[src/rtl/serial_adder.sv]
// Bit-serial WIDTH-bit adder: one full-adder cell plus a carry flop, LSB first.
// Operands are captured on an accepted start; sum/cout update only at completion.
module serial_adder #(
  parameter int WIDTH = 8
) (
  input  logic             clk,
  input  logic             rst_n,
  input  logic             start,
  input  logic [WIDTH-1:0] a,
  input  logic [WIDTH-1:0] b,
  input  logic             cin,
  output logic             busy,
  output logic             done,
  output logic [WIDTH-1:0] sum,
  output logic             cout
);

  localparam int CW = (WIDTH > 1) ? $clog2(WIDTH) : 1;

  // One-hot-style encoding so busy/done come straight from state flops.
  typedef enum logic [1:0] {
    IDLE = 2'b00,
    RUN  = 2'b01,
    DONE = 2'b10
  } state_t;

  state_t           state;
  state_t           state_nxt;

  logic [WIDTH-1:0] a_sr;
  logic [WIDTH-1:0] b_sr;
  logic [WIDTH-1:0] sum_sr;
  logic             carry;
  logic [CW-1:0]    cnt;

  logic             accept;
  logic             last_bit;
  logic             bit_sum;
  logic             bit_carry;
  logic [WIDTH:0]   sum_cat;
  logic [WIDTH-1:0] sum_sr_nxt;

  assign accept    = (state == IDLE) && start;
  assign last_bit  = (cnt == CW'(WIDTH - 1));
  assign bit_sum   = a_sr[0] ^ b_sr[0] ^ carry;
  assign bit_carry = (a_sr[0] & b_sr[0]) | (a_sr[0] & carry) | (b_sr[0] & carry);

  // The new bit enters at the MSB; the concatenation keeps WIDTH=1 legal.
  assign sum_cat    = {bit_sum, sum_sr};
  assign sum_sr_nxt = sum_cat[WIDTH:1];

  // NOTE: sequential state uses non-blocking assignments so every flop samples
  // pre-edge values, independent of statement order.
  always_ff @(posedge clk or negedge rst_n) begin
    if (!rst_n) begin
      state <= IDLE;
    end else begin
      state <= state_nxt;
    end
  end

  // NOTE: defaulting state_nxt first guarantees no latch on any path.
  always_comb begin
    state_nxt = state;
    case (state)
      IDLE:    if (accept)   state_nxt = RUN;
      RUN:     if (last_bit) state_nxt = DONE;
      DONE:                  state_nxt = IDLE;
      default:               state_nxt = IDLE;
    endcase
  end

  always_comb begin
    busy = state[0];
    done = state[1];
  end

  always_ff @(posedge clk or negedge rst_n) begin
    if (!rst_n) begin
      a_sr   <= '0;
      b_sr   <= '0;
      sum_sr <= '0;
      carry  <= 1'b0;
      cnt    <= '0;
      sum    <= '0;
      cout   <= 1'b0;
    end else begin
      case (state)
        IDLE: begin
          if (accept) begin
            a_sr  <= a;
            b_sr  <= b;
            carry <= cin;
            cnt   <= '0;
          end
        end
        RUN: begin
          a_sr   <= a_sr >> 1;
          b_sr   <= b_sr >> 1;
          carry  <= bit_carry;
          sum_sr <= sum_sr_nxt;
          cnt    <= cnt + 1'b1;
          // Publish the result on the edge that folds in the last bit.
          if (last_bit) begin
            sum  <= sum_sr_nxt;
            cout <= bit_carry;
          end
        end
        default: ;
      endcase
    end
  end

endmodule

[config.mk]
export PLATFORM = sky130hd
export DESIGN_NAME = serial_adder
export DESIGN_NICKNAME = d
export VERILOG_FILES = /design/src/rtl/serial_adder.sv
export SDC_FILE = /design/constraint.sdc
export NUM_CORES = 1
export LEC_CHECK = 0
export CAP_MARGIN = 20
export CELL_PAD_IN_SITES_DETAIL_PLACEMENT = 2
export CELL_PAD_IN_SITES_GLOBAL_PLACEMENT = 2
export CORE_MARGIN = 3
export CORE_UTILIZATION = 35
export CTS_BUF_LIST = sky130_fd_sc_hd__clkbuf_4
export CTS_CLUSTER_DIAMETER = 120
export DETAILED_ROUTE_END_ITERATION = 8
export GPL_TIMING_DRIVEN = 0
export PLACE_DENSITY = 0.91
export REMOVE_ABC_BUFFERS = 1
export SYNTH_ARGS = -nofsm -noshare
export SYNTH_HDL_FRONTEND = slang
export SYNTH_SLANG_ARGS = --single-unit
[constraint.sdc]
create_clock -name clk -period 1.74 [get_ports clk]
set_input_delay 0.174 -clock clk [delete_from_list [all_inputs] [get_ports clk]]
set_output_delay 0.174 -clock clk [all_outputs]
set_load 0.02 [all_outputs]
==> results by group <==
Routing
  – First DRT Iteration DRCs: 29
  – DRC errors left: 0
  – Total Wirelength: 4580 um
  – DR vias/cell: 5.52
  – Vias: 1285
  – Initial DRT Pass Iterations: 4
  – Wirelength per Cell: 19.6 um
  – Post-DRT Antenna Nets: 0

STA
  – Worst-Margin Slew: 869 ps
  – Setup Skew: 11.5 ps
  – Relative slew slack: 42.1%
  – Final critical-path required period: 1620 ps
  – Max Freq: 0.617 GHz
  – Final period util: 93.1%
  – Final setup fails: 0
  – RSZ-0062 raised after global routing: no
  – Pins over their slew limit: 0
  – Final Hold Vio Count: 0

Setup path
  – Worst path cell trace: clkdlybuf4s50_1
  – CP top delay family: buffers and inverters
  – Crit end category: primary output
  – Req. time, crit path: 1570 ps
  – Critical path's slowest cell: clkdlybuf4s50_1
  – CP Launch Type: flip-flop
  – Crit-path max FO: 8
  – Crit path buf inv count: 1
  – Critical setup path kind: reg -> out
  – Slowest stage delay, CP: 630 ps
  – Critical path arrival: 1450 ps
  – Worst reg-to-reg setup slack: 130 ps

Floorplanning
  – Die Area: 5640 sq um
  – Area of the core: 4470 sq um
  – IO Pins: 31
  – Cell row count: 24
  – Die height: 75.1 um
  – DIE WIDTH: 75.1 um
  – Starting Density: 37.4%

Global route
  – Initial antenna violation count: 0
  – Vias in the first global route: 1480
  – Total GRT Usage: 17.1%
  – Largest net degree at the start of global routing: 39
  – GR Overflow Total: 0
  – First-pass GRT wire length: 7200 um

Clock network
  – CTS tree: yes
  – CTS clk-pin slew, worst paths: 120 ps
  – CTS sink cnt: 38
  – Total CTS buffers: 5
  – H-tree depth: 2
  – Bufs on Longest Clock Path: 2
  – CTS root buf: clkbuf_4
  – Clk_lat worst skew: 360 ps

Run
  – Number of max-cap violations: 0

Hold path
  – Hold/Removal Path Class: in -> reg

Final layout
  – Antenna cell count: 0
  – Final Non-Filler Cells: 233
  – Ratio of cells with drive above 1 in the final layout: 16.6%
  – Area delta synth->final: 24.9%
  – NumNets Final: 203

Power
  – Tot Pwr: 3.69 mW
  – VDD IR max: 0.519 mV
  – Pwr/cell area: 1770 nW/um^2
  – Static leakage: 0.939 nW

Synthesis
  – Synth Register Bits: 38
  – Cells after Synth: 147
  – Sequential share of the synthesized area: 56.9%
  – Distinct cells, synth: 23
  – Avg Inst Size Synth: 11.4 sq um
  – Ys Warns: 0
  – Syn Std Cell Area: 1670 sq um

Place
  – Placed insts: 219
  – PortBufs: 30
  – Final Wtd Congestion: 0.795
  – Final HPWL DP: 3090 um

Outcome
  – Status: complete, no violations
==> timing repair <==
item / 4_1_cts / 5_1_grt
resized for setup: 3 / 2
buffers inserted: 0 / 5
hold buffers: 1 / 0
cloned: 0 / 0
hold endpoints to repair: 38 / 0
endpoints found under the setup margin: 13 / 21
==> registers in the layout (all words and copies together), names as in the netlist <==
| name | count |
|---|---|
| cout | 1 |
| a_sr | 8 |
| cnt | 3 |
| b_sr | 8 |
| state | 2 |
| sum | 8 |
| carry | 1 |
| sum_sr | 7 |
==> logic make-up after synthesis <==
| group | synth area share (%) |
|---|---|
| flip-flops | 56.9 |
| AND/OR/NAND/NOR | 10.3 |
| AO/OA/AOI/OAI | 18.1 |
| multiplexers | 8.08 |
| adder cells (fa/ha/maj) | 2.69 |
| buffers and inverters | 3.97 |
==> cell usage in the layout (no fill, tap or decap), drive strengths merged, types with 2 or more instances in the layout <==
| cell type | instances |
|---|---|
| a2bb2oi | 2 |
| nand3b | 2 |
| mux2 | 9 |
| a22o | 2 |
| clkinv | 2 |
| nand2 | 24 |
| a21oi | 12 |
| ha | 2 |
| clkdlybuf4s50 | 28 |
| inv | 3 |
| nand2b | 4 |
| o22ai | 24 |
| o221a | 2 |
| dfrtp | 38 |
| o21ai | 7 |
| nor2 | 3 |
| clkbuf | 6 |
| buf | 6 |
==> report_power, final <==
group,switching (mW),total (mW),internal (mW)
logic,0.825,1.61,0.784
registers,0.324,1.62,1.29
clock network,0.298,0.466,0.167
total,1.45,3.69,2.24
==> cell usage after synthesis <==
cell	instances	area (sq um)
nand2_8	1	20.0
nand2b_1	4	25.0
nor2b_1	1	6.26
dfrtp_1	38	951
a2bb2oi_1	2	17.5
a22o_1	2	17.5
buf_2	5	25.0
o21ai_0	7	35.0
a21oi_1	12	60.1
and2b_1	1	7.51
inv_2	1	3.75
o221a_2	2	22.5
mux2_4	9	135
buf_4	1	7.51
ha_1	2	25.0
inv_1	2	7.51
nand2_1	23	86.3
fa_1	1	20.0
nor2_1	3	11.3
o22ai_1	24	150
buf_6	1	11.3
nand3b_1	2	15.0
clkbuf_1	3	11.3
==> area by class of cell <==
type                            instances  area, sq um
Clock buffer                            6         45.0
Tap cell                               52         65.1
Clock inverter                          2         8.76
Inverter                                3         11.3
Multi-Input combinational cell         96          658
Timing Repair Buffer                   36          345
Fill cell                             451         2390
Sequential cell                        38          953
==> stage by stage <==
step	worst slack, ps	TNS (ps)	util [%]	hold WS, ps	instance area [sq um]
after floorplan	196	0	-	-122	1620
after global placement	-339	-14590	44.3	460	1980
after detailed placement	-318	-3750	44.2	334	1980
after CTS	50.7	0	45.7	380	2050
after global routing	58.1	0	46.6	413	2090
final	120	0	46.6	400	2090
==> routing by layer <==
metal / global-route usage (%) / vias to the layer above / part of all wire, %
met1: 19.6 / 654 / 42
met2: 30.0 / 28 / 54
met5: 0 / - / 0
met3: 4.54 / 7 / 3.3
met4: 7.11 / 0 / 1.4
li1: - / 596 / -
==> final timing paths <==
| path | end | depth (start not counted) | start |
|---|---|---|---|
| min in group asynchronous | sum[1] | 2 | rst_n |
| worst min-delay path | b_sr[7] | 3 | b[7] |
| worst max-delay path | busy | 1 | state[0] |
| worst max register to register | sum[5] | 4 | state[1] |
| worst min register to register | sum_sr[1] | 2 | sum_sr[1] |
| max in group asynchronous | state[0] | 2 | rst_n |
No activity file was read; power rests on OpenSTA's default activity.
